<file path="src/rtl/psr_bank.sv">
// CPSR plus five banked SPSRs with exception entry/return and error pulse.
// A single prioritised CPSR update per cycle; SPSR writes are side-band.
module psr_bank #(
  parameter logic [31:0] RESET_CPSR = 32'h0000_00D3
) (
  input  logic        clk,
  input  logic        reset,
  input  logic [31:0] cpsr_in,
  input  logic        cpsr_we,
  input  logic [3:0]  flags_in,
  input  logic        flag_we,
  input  logic [31:0] spsr_in,
  input  logic        spsr_we,
  input  logic        exc_entry,
  input  logic [4:0]  exc_mode,
  input  logic        exc_ret,
  output logic [31:0] cpsr_out,
  output logic [31:0] spsr_out,
  output logic        spsr_valid,
  output logic        psr_err
);

  localparam logic [4:0] MODE_USR = 5'b10000;
  localparam logic [4:0] MODE_FIQ = 5'b10001;
  localparam logic [4:0] MODE_IRQ = 5'b10010;
  localparam logic [4:0] MODE_SVC = 5'b10011;
  localparam logic [4:0] MODE_ABT = 5'b10111;
  localparam logic [4:0] MODE_UND = 5'b11011;
  localparam logic [4:0] MODE_SYS = 5'b11111;

  function automatic logic is_banked(input logic [4:0] m);
    return (m == MODE_FIQ) || (m == MODE_IRQ) || (m == MODE_SVC) ||
           (m == MODE_ABT) || (m == MODE_UND);
  endfunction

  function automatic logic is_legal(input logic [4:0] m);
    return is_banked(m) || (m == MODE_USR) || (m == MODE_SYS);
  endfunction

  function automatic logic [2:0] bank_idx(input logic [4:0] m);
    case (m)
      MODE_FIQ: return 3'd0;
      MODE_IRQ: return 3'd1;
      MODE_SVC: return 3'd2;
      MODE_ABT: return 3'd3;
      default:  return 3'd4;
    endcase
  endfunction

  logic [31:0]      cpsr_q, cpsr_nxt;
  logic [4:0][31:0] spsr_q, spsr_nxt;
  logic             err_nxt;
  logic [4:0]       cur_mode;
  logic             cur_banked;
  logic [31:0]      spsr_cur;

  assign cur_mode   = cpsr_q[4:0];
  assign cur_banked = is_banked(cur_mode);
  assign spsr_cur   = cur_banked ? spsr_q[bank_idx(cur_mode)] : 32'h0;

  always_comb begin
    cpsr_nxt = cpsr_q;
    spsr_nxt = spsr_q;
    err_nxt  = 1'b0;

    if (exc_entry) begin
      if (is_banked(exc_mode)) begin
        spsr_nxt[bank_idx(exc_mode)] = cpsr_q;
        cpsr_nxt[4:0] = exc_mode;
        cpsr_nxt[7]   = 1'b1;
        cpsr_nxt[6]   = cpsr_q[6] | (exc_mode == MODE_FIQ);
        cpsr_nxt[5]   = 1'b0;
      end else begin
        err_nxt = 1'b1;
      end
    end else if (exc_ret) begin
      if (cur_banked) begin
        cpsr_nxt = spsr_cur;
        // A corrupt saved mode must never become the live mode.
        if (!is_legal(spsr_cur[4:0])) begin
          cpsr_nxt[4:0] = cur_mode;
          err_nxt       = 1'b1;
        end
      end else begin
        err_nxt = 1'b1;
      end
    end else if (cpsr_we) begin
      cpsr_nxt = cpsr_in;
      if (!is_legal(cpsr_in[4:0])) begin
        cpsr_nxt[4:0] = cur_mode;
        err_nxt       = 1'b1;
      end
    end else if (flag_we) begin
      cpsr_nxt[31:28] = flags_in;
    end

    // SPSR write targets the pre-update mode and yields to entry/return.
    if (spsr_we && !exc_entry && !exc_ret) begin
      if (cur_banked) spsr_nxt[bank_idx(cur_mode)] = spsr_in;
      else            err_nxt = 1'b1;
    end
  end

  always_ff @(posedge clk) begin
    if (reset) begin
      cpsr_q  <= RESET_CPSR;
      spsr_q  <= '0;
      psr_err <= 1'b0;
    end else begin
      cpsr_q  <= cpsr_nxt;
      spsr_q  <= spsr_nxt;
      psr_err <= err_nxt;
    end
  end

  assign cpsr_out   = cpsr_q;
  assign spsr_out   = spsr_cur;
  assign spsr_valid = cur_banked;

endmodule

</file>
<file path="config.mk">
export PLATFORM = sky130hd
export DESIGN_NAME = psr_bank
export DESIGN_NICKNAME = d
export VERILOG_FILES = /design/src/rtl/psr_bank.sv
export SDC_FILE = /design/constraint.sdc
export NUM_CORES = 1
export LEC_CHECK = 0
export ABC_AREA = 1
export BUFFER_PORTS_ARGS = -buffer_cell sky130_fd_sc_hd__buf_2
export CAP_MARGIN = 40
export CELL_PAD_IN_SITES_DETAIL_PLACEMENT = 0
export CELL_PAD_IN_SITES_GLOBAL_PLACEMENT = 1
export CORE_ASPECT_RATIO = 0.9
export CORE_MARGIN = 1
export CORE_UTILIZATION = 35
export DETAILED_ROUTE_END_ITERATION = 8
export PLACE_DENSITY_LB_ADDON = 0.1
export SYNTH_ARGS = -nofsm -noshare
export SYNTH_HDL_FRONTEND = slang
export SYNTH_SLANG_ARGS = --single-unit
</file>
<file path="constraint.sdc">
create_clock -name clk -period 3.2 [get_ports clk]
set_clock_uncertainty 0.15 [all_clocks]
set_input_delay 0.32 -clock clk [delete_from_list [all_inputs] [get_ports clk]]
set_output_delay 0.32 -clock clk [all_outputs]
set_load 0.01 [all_outputs]
</file>
==> results of run 1 <==
cell type report:
type	instances	area (sq um)	area share [%]
multi-input cells	979	5393	42.70
repair buffers	200	1326	10.50
clock buffers	17	425.4	3.368
flip-flops and latches	193	3865	30.60
inverters	244	920.9	7.291
well taps	403	504.2	3.992
clock inverters	15	195.2	1.545
metal layers:
metal / GRT usage (%) / share of wire, % / vias up / routed length, microns
met1: 34.76 / 48 / 5064 / 18640
li1: - / - / 5361 / -
met5: 0 / 0 / - / 0
met3: 2.980 / 4.2 / 35 / 1659
met4: 5.631 / 1.2 / 0 / 461
met2: 42.25 / 47 / 285 / 18310
what timing repair did:
action | 4_1_cts | 5_1_grt
endpoints found under the setup margin | 0 | 2
resized for setup | 0 | 1
hold buffers | 20 | 0
endpoints found under the hold margin | 28 | 0
state kept, by name, summed over array words and instances (netlist names):
name	count
spsr_q	160
cpsr_out	32
psr_err	1
kinds of logic after synthesis:
kind of cell | after synthesis
flip-flops | 193
multiplexers | 2
buffers and inverters | 356
AND/OR/NAND/NOR | 397
AO/OA/AOI/OAI | 580
worst max-delay path by stage:
stage	startpoint	end	slack, ns	cells past startpoint
3_5_place_dp	cpsr_out[2]	cpsr_out[1]	0.50	16
6_report	cpsr_out[0]	spsr_out[5]	0.14	8
5_1_grt	cpsr_out[0]	spsr_out[8]	0.03	8
3_3_place_gp	exc_ret	cpsr_out[31]	0.52	8
4_1_cts	cpsr_out[3]	spsr_out[5]	0.09	8
2_1_floorplan	cpsr_out[4]	spsr_out[10]	1.11	8
where the power goes:
group	internal, mW	switching [mW]	leakage (nW)
logic	0.632	1.21	4.17
clock network	1.20	1.13	0.297
registers	2.52	0.104	1.57
worst max-delay path, cell delays in order, from the launching register on:
cell     delay [ns]
dfxtp_1        0.45
inv_1          0.19
nand3_4        0.19
nand3_2        0.32
buf_4          0.26
inv_1          0.06
buf_4          0.30
o21ai_1        0.19
buf_2          0.17
synth_stat cells, drive strengths merged:
library cell    n  area, sq um
o211ai        143         1074
or2             4        25.02
nand3b          4        30.03
o211a           1        10.01
nand2         308         1169
o21ai         234         1280
inv           244        918.4
mux2i           2        20.02
a21boi          1        7.510
o221ai         26        284.0
nand3          23        150.1
clkbuf         76        286.5
nor4            1        6.260
o21a            1        7.510
dfxtp         193         3864
o21bai         16        120.1
nand4           4        25.02
a211oi         21        162.6
buf            36        244.0
o22ai           1        6.260
nor2           50        225.2
a21oi         134        711.9
a22oi           2        15.01
nor3            3        31.28
==> summary.md, run 1 <==
| Metric | Value |
|---|---|
| Root Driver | clkbuf_16 |
| CP required | 2.73 ns |
| Setup Buffers After CTS | 0 |
| Syn avg cell area | 6.985 sq um |
| Slew Limit Fails | 0 |
| Drt pass-1 iters | 5 |
| Core Box Area | 29950 sq um |
| Synth-to-layout area growth | 18.34% |
| Crit. End Element | primary output |
| CP max FO | 13 |
| Starting Density | 35.63% |
| Post-DP Area | 11810 sq um |
| Hold path depth | 3 |
| Power Density | 537.7 nW/um^2 |
| Yosys Warn Count | 0 |
| R2R depth | 16 |
| Fillcell total | 3172 |
| DP Wirelength | 23.49 mm |
| Largest net degree at the start of global routing | 65 |
| Post-route setup slack | 0.1410 ns |
| Setup CP Type | reg2out |
| MaxCap Viol Count | 0 |
| Die W | 186.1 microns |
| Power Total | 6.791 mW |
| RePlAce Congestion | 0.7929 |
| # IOs | 146 |
| Sinks on the clock net | 193 |
| CTS max path bufs | 2 |
| Dpl ws | 0.4968 ns |
| Achievable frequency | 326.9 MHz |
| 1st-iter DRT viols | 679 |
| Design Area, Final | 12630 sq um |
| Post-Syn Area | 10670 sq um |
| # diodes | 0 |
| Synth Area in Compound Gates | 34.47% |
| Worst r2r dst | cpsr_out[1] |
| Most frequent cells in the layout | 304 x nand2_1, 234 x inv_1, 192 x dfxtp_1 |
| Worst reg2reg startpoint | cpsr_out[2] |
| Count of unique library cells instantiated by Yosys | 44 |
| Die area | 31200 sq um |
| Hold Crit Class | in2reg |
| DRC | 0 |
| Worst Path Arrival | 2.59 ns |
| Min Tclk post-route | 3.059 ns |
| Hold slack | 0.007355 ns |
| First-pass GRT wire length | 59.89 mm |
| Clock-pin slew on the worst setup and hold paths | 0.09 ns |
| Register bit total from synthesis | 193 |
| Hold Fails Final Rpt | 0 |
| Largest family of logic cells by synthesized area | compound AO/OA/AOI/OAI gates |
| Final Non-Filler Cells | 2051 |
| WL/cell | 19.05 microns |
| Rows | 60 |
| Die height | 167.7 microns |
| Syn nets | 1608 |
| Mux contribution to synthesized area | 0.1876% |
| Commonest non-fill, non-tap cell in the layout | nand2_1 |
| Syn Inst Count | 1528 |
| Antenna-violating nets left | 0 |
| RSZ-0062 raised after global routing | no |
| Final setup viols | 0 |
| Worst vdd ir | 387.8 uV |
| H-tree Lvls | 4 |
| Initial antenna violation count | 0 |
| Total GRT Usage | 25.35% |
| CP startpoint kind | flip-flop |
| Placed Cells | 1999 |
| Layout cells sized above 1 | 18.08% |
| Vias in the first global route | 10.08k |
| Seq/Total Area, Yosys | 36.20% |
| Least-Margin Pin Slew | 0.7987 ns |
| Total Neg Setup Slack | 0 ns |
| Slew headroom | 46.75% |
| Simple-gate share of the synthesized area | 15.57% |
| Hold Crit Start | cpsr_in[24] |
| Tcrit/Tclk final | 95.59% |
| CTS buffer count | 17 |
| GR Overflow Total | 0 |
| Core Util, Final | 42.16% |
| Post-synthesis xor/xnor area fraction | 0% |
| Layout net count | 1715 |
| Hold EP | cpsr_out[24] |
| Clock Latency Late Sink | 0.45 ns |
| Register-to-register setup slack | 0.48 ns |
| Status | finished, final reports clean |
| CTS tree | built |
| DR vias/cell | 5.239 |
| Post-Synth Adder-Cell Area | 0% |
| Vias | 10.75k |
| Routed wire length | 39.08 mm |
| LEAKAGE | 6.031 nW |
| Port Buffer Count | 145 |
No activity file was read; power rests on OpenSTA's default activity.
==> run 2, diff against run 1 <==
--- a/config.mk
+++ b/config.mk
@@ -8,11 +8,12 @@
 export ABC_AREA = 1
 export BUFFER_PORTS_ARGS = -buffer_cell sky130_fd_sc_hd__buf_2
 export CAP_MARGIN = 40
-export CELL_PAD_IN_SITES_DETAIL_PLACEMENT = 0
-export CELL_PAD_IN_SITES_GLOBAL_PLACEMENT = 1
+export CELL_PAD_IN_SITES_DETAIL_PLACEMENT = 1
+export CELL_PAD_IN_SITES_GLOBAL_PLACEMENT = 2
 export CORE_ASPECT_RATIO = 0.9
 export CORE_MARGIN = 1
 export CORE_UTILIZATION = 35
+export CTS_BUF_LIST = sky130_fd_sc_hd__clkbuf_4 sky130_fd_sc_hd__clkbuf_8
 export DETAILED_ROUTE_END_ITERATION = 8
 export PLACE_DENSITY_LB_ADDON = 0.1
 export SYNTH_ARGS = -nofsm -noshare
==> summary.md, run 2 (synthesis gave the netlist of run 1 again) <==
| Metric | Value |
|---|---|
| Final Non-Filler Cells | 2084 |
| Vias | 11.17k |
| Drt pass-1 iters | 4 |
| Largest Register | spsr_q |
| Fillcell total | 3845 |
| Commonest non-fill, non-tap cell in the layout | nand2_1 |
| CP startpoint kind | flip-flop |
| DRC | 0 |
| Max FFs per register | 160 |
| Routed wire length | 41.55 mm |
| CTS max path bufs | 2 |
| First-pass GRT wire length | 65.06 mm |
| Pint | 3.855 mW |
| Largest net degree at the start of global routing | 65 |
| Post-route setup slack | 0.1898 ns |
| Clock-pin slew on the worst setup and hold paths | 0.11 ns |
| Vias in the first global route | 11.36k |
| Clock Latency Late Sink | 0.50 ns |
| 1st-iter DRT viols | 651 |
| Starting Density | 35.63% |
| Placed Cells | 1999 |
| Hold Crit Class | in2reg |
| Layout cells sized above 1 | 17.91% |
| GR Overflow Total | 0 |
| LEAKAGE | 6.069 nW |
| Dpl ws | 0.3747 ns |
| Sinks on the clock net | 193 |
| Die height | 167.7 microns |
| Slew headroom | 45.32% |
| RePlAce Congestion | 0.8019 |
| Worst Path Arrival | 2.54 ns |
| Die area | 31200 sq um |
| CTS buffer count | 17 |
| Final setup viols | 0 |
| DR vias/cell | 5.359 |
| Core Box Area | 29950 sq um |
| Min Tclk post-route | 3.010 ns |
| Worst vdd ir | 245.1 uV |
| Initial antenna violation count | 0 |
| Synth-to-layout area growth | 19.57% |
| Status | finished, final reports clean |
| Total GRT Usage | 27.31% |
| Tcrit/Tclk final | 94.07% |
| WL/cell | 19.94 microns |
| Setup CP Type | reg2out |
| Switching share of total power | 38.13% |
| Crit. End Element | primary output |
| MaxCap Viol Count | 0 |
| Die W | 186.1 microns |
| Rows | 60 |
| # IOs | 146 |
| RSZ-0062 raised after global routing | no |
| CP max FO | 16 |
| DP Wirelength | 25.90 mm |
| Core Util, Final | 42.60% |
| P_sw | 2.376 mW |
| Antenna-violating nets left | 0 |
| Total Neg Setup Slack | 0 ns |
| Port Buffer Count | 145 |
| Achievable frequency | 332.2 MHz |
| CTS tree | built |
| Most frequent cells in the layout | 304 x nand2_1, 233 x inv_1, 190 x dfxtp_1 |
| Root Driver | clkbuf_8 |
| CP required | 2.73 ns |
| Slew Limit Fails | 0 |
| Clock share of power | 27.2% |
| # diodes | 0 |
| Hold Fails Final Rpt | 0 |
| Flop pwr share | 42.3% |
| Logic pwr share | 30.6% |
| Least-Margin Pin Slew | 0.8202 ns |
| Layout net count | 1748 |
| Power Density | 488.3 nW/um^2 |
| H-tree Lvls | 4 |
## run 2: cell count changes in the layout (fill, tap and decap cells not counted), sizes merged
cell,change
bufinv,-1
clkbuf,+1
dlygate4sd3,+33
## run 2: critical path: stages, from the launching register on
cell and delay [ns]:
dfxtp_1 0.43, nor2_2 0.20, nand3_4 0.19, nand2_4 0.19, buf_4 0.29, a21oi_1 0.10, o21ai_1 0.09, o221ai_1 0.14
o21ai_2 0.25, buf_2 0.18
## run 2: worst paths after layout
check / slack, ns / start / cells past startpoint / to
max: 0.19 / cpsr_out[3] / 9 / spsr_out[19]
min: 0.03 / spsr_in[7] / 3 / spsr_q[71]
max reg2reg: 0.54 / cpsr_out[3] / 14 / cpsr_out[1]
min reg2reg: 0.36 / spsr_q[103] / 2 / spsr_q[103]
## run 2: power groups by stage
stage	Sequential, mW	Clock [mW]	Combinational [mW]
global route	2.65	1.83	2.08
floorplan	2.68	0	1.13
detailed placement	2.69	0	1.85
CTS	2.63	1.76	1.91
global placement	2.68	0	1.84
finish	2.63	1.69	1.91
## run 2: timing repair
| action | CTS | global route |
|---|---|---|
| gates resized for setup | 1 | 4 |
| hold buffers | 53 | 0 |
| buffers inserted | 0 | 0 |
| endpoints found under the hold margin | 107 | 0 |
| endpoints found under the setup margin | 1 | 12 |
## run 2: cell type report
cell class / count / area (sq um) / share of cell area, %
multi-input combinational: 979 / 5393 / 42.26
sequential: 193 / 3867 / 30.31
timing repair buffer: 233 / 1685 / 13.21
inverter: 244 / 920.9 / 7.216
tap: 403 / 504.2 / 3.951
clock buffer: 18 / 247.7 / 1.941
clock inverter: 14 / 142.6 / 1.118
## run 2: through the flow
| stage | hold slack [ns] | area [sq um] | power (mW) |
|---|---|---|---|
| after floorplan | 0.3045 | 10670 | 3.805 |
| after global placement | 0.3222 | 11830 | 4.522 |
| after detailed placement | 0.3318 | 11830 | 4.540 |
| after CTS | 0.007783 | 12760 | 6.300 |
| after global routing | 0.008266 | 12760 | 6.567 |
| final | 0.02697 | 12760 | 6.232 |
## run 2: metal layers
metal  global-route usage [%]  up-vias  share of wire, %
met3                    3.915       37               4.0
met2                    45.23      262                46
li1                         -     5414                 -
met5                        0        -                 0
met4                    6.272        0               1.4
met1                    37.18     5455                48
==> run 3, diff against run 2 <==
--- a/config.mk
+++ b/config.mk
@@ -11,7 +11,7 @@
 export CELL_PAD_IN_SITES_DETAIL_PLACEMENT = 1
 export CELL_PAD_IN_SITES_GLOBAL_PLACEMENT = 2
 export CORE_ASPECT_RATIO = 0.9
-export CORE_MARGIN = 1
+export CORE_MARGIN = 4
 export CORE_UTILIZATION = 35
 export CTS_BUF_LIST = sky130_fd_sc_hd__clkbuf_4 sky130_fd_sc_hd__clkbuf_8
 export DETAILED_ROUTE_END_ITERATION = 8
==> summary.md, run 3 (synthesis gave the netlist of run 1 again) <==
| Metric | Value |
|---|---|
| Status | finished, final reports clean |
| Final setup viols | 0 |
| Largest Register | spsr_q |
| 1st-iter DRT viols | 724 |
| Die W | 192.1 microns |
| Vias | 11.17k |
| Antenna-violating nets left | 0 |
| Core Box Area | 29950 sq um |
| Power Total | 6.534 mW |
| Commonest non-fill, non-tap cell in the layout | nand2_1 |
| RePlAce Congestion | 0.7666 |
| Layout net count | 1748 |
| Fillcell total | 3816 |
| WL/cell | 20.31 microns |
| Clock Latency Late Sink | 0.49 ns |
| Synth-to-layout area growth | 20.16% |
| Post-route setup slack | 0.2037 ns |
| Slew Limit Fails | 0 |
| Starting Density | 35.63% |
| Hold Fails Final Rpt | 0 |
| R2R depth | 15 |
| Routed wire length | 42.33 mm |
| H-tree Lvls | 4 |
| Worst reg2reg startpoint | cpsr_out[2] |
| Die area | 33350 sq um |
| Register-to-register setup slack | 0.54 ns |
| Total Neg Setup Slack | 0 ns |
| Placed Cells | 2000 |
| Power Density | 509.5 nW/um^2 |
| Core Util, Final | 42.82% |
| Dpl ws | 0.4543 ns |
| Clock-pin slew on the worst setup and hold paths | 0.12 ns |
| Total GRT Usage | 25.17% |
| Initial antenna violation count | 1 |
| CTS buffer count | 17 |
| Root Driver | clkbuf_8 |
| Least-Margin Pin Slew | 0.8168 ns |
| CP required | 2.73 ns |
| Port Buffer Count | 145 |
| Worst r2r dst | cpsr_out[1] |
| CP max FO | 19 |
| Layout cells sized above 1 | 17.97% |
| Rows | 60 |
| Hold Crit Class | in2reg |
| Final Non-Filler Cells | 2084 |
| Sinks on the clock net | 193 |
| Largest net degree at the start of global routing | 65 |
| Worst vdd ir | 263.4 uV |
| Crit. End Element | primary output |
| DP Wirelength | 26.22 mm |
| CTS tree | built |
| RSZ-0062 raised after global routing | no |
| Most frequent cells in the layout | 304 x nand2_1, 233 x inv_1, 190 x dfxtp_1 |
| First-pass GRT wire length | 66.35 mm |
| Worst Path Arrival | 2.53 ns |
| Worst setup endpoint | spsr_out[27] |
| Register Area | 3867 sq um |
| CP startpoint kind | flip-flop |
| # diodes | 0 |
| GR Overflow Total | 0 |
| Achievable frequency | 333.7 MHz |
| Vias in the first global route | 11.26k |
| Die height | 173.7 microns |
| # IOs | 146 |
| Min Tclk post-route | 2.996 ns |
| Critical Path Start | cpsr_out[2] |
| Drt pass-1 iters | 5 |
| Setup CP Type | reg2out |
| Footprint of the multi-input gates | 5401 sq um |
| Slew headroom | 45.55% |
| CTS max path bufs | 2 |
| LEAKAGE | 6.110 nW |
| DRC | 0 |
| DR vias/cell | 5.358 |
| Max FFs per register | 160 |
| Tcrit/Tclk final | 93.63% |
| MaxCap Viol Count | 0 |
-- run 3: cell count changes in the layout (fill, tap and decap cells not counted), sizes merged --
cell         previous run  this run
buf                   180       181
clkbuf                 18        17
dlygate4sd3            53        52
bufinv                  1         4
clkinvlp                2         0
-- run 3: repair_timing --
action	in CTS	in global routing
endpoints found under the setup margin	0	18
hold buffers	52	0
endpoints found under the hold margin	100	0
buffers inserted	0	0
resized for setup	0	6
-- run 3: power by group --
part           internal (mW)  switching, mW  total (mW)
Sequential              2.52          0.110        2.63
Combinational          0.677           1.26        1.94
Clock                  0.896           1.07        1.97
-- run 3: worst min-delay path by stage --
stage	start	end	slack, ns	depth (start not counted)
3_5_place_dp	spsr_q[114]	spsr_q[114]	0.33	2
4_1_cts	spsr_in[4]	spsr_q[132]	0.004	3
5_1_grt	spsr_in[23]	spsr_q[87]	0.01	3
6_report	spsr_in[23]	spsr_q[87]	0.04	3
2_1_floorplan	spsr_q[104]	spsr_q[104]	0.30	2
3_3_place_gp	spsr_q[114]	spsr_q[114]	0.33	2
-- run 3: layout make-up --
type / instances / share of cell area (%)
sequential: 193 / 30.16
tap: 403 / 3.932
clock buffer: 17 / 1.824
inverter: 244 / 7.180
multi-input combinational: 979 / 42.12
clock inverter: 15 / 1.883
timing repair buffer: 233 / 12.91
-- run 3: critical path: stages, from the launching register on --
cell and delay, ns:
dfxtp_1 0.47, inv_4 0.13, nor2_4 0.12, nand3_4 0.12, nand2_8 0.17, buf_12 0.20
buf_12 0.18, a21oi_2 0.07, o21ai_2 0.07, o221ai_2 0.11, o21ai_2 0.19, buf_2 0.17
-- run 3: layer usage --
| layer | vias up | wire length [microns] | GRT usage (%) |
|---|---|---|---|
| met4 | 0 | 507 | 4.248 |
| met2 | 241 | 19630 | 40.99 |
| met5 | - | 0 | 0 |
| met1 | 5481 | 20580 | 36.36 |
| met3 | 27 | 1606 | 3.021 |
| li1 | 5417 | - | - |
-- run 3: per-stage QoR --
| stage | hold WS (ns) | cell area (sq um) |
|---|---|---|
| after global routing | 0.01191 | 12820 |
| after floorplan | 0.3045 | 10670 |
| after CTS | 0.004277 | 12810 |
| final | 0.03728 | 12820 |
| after detailed placement | 0.3303 | 11810 |
| after global placement | 0.3252 | 11810 |
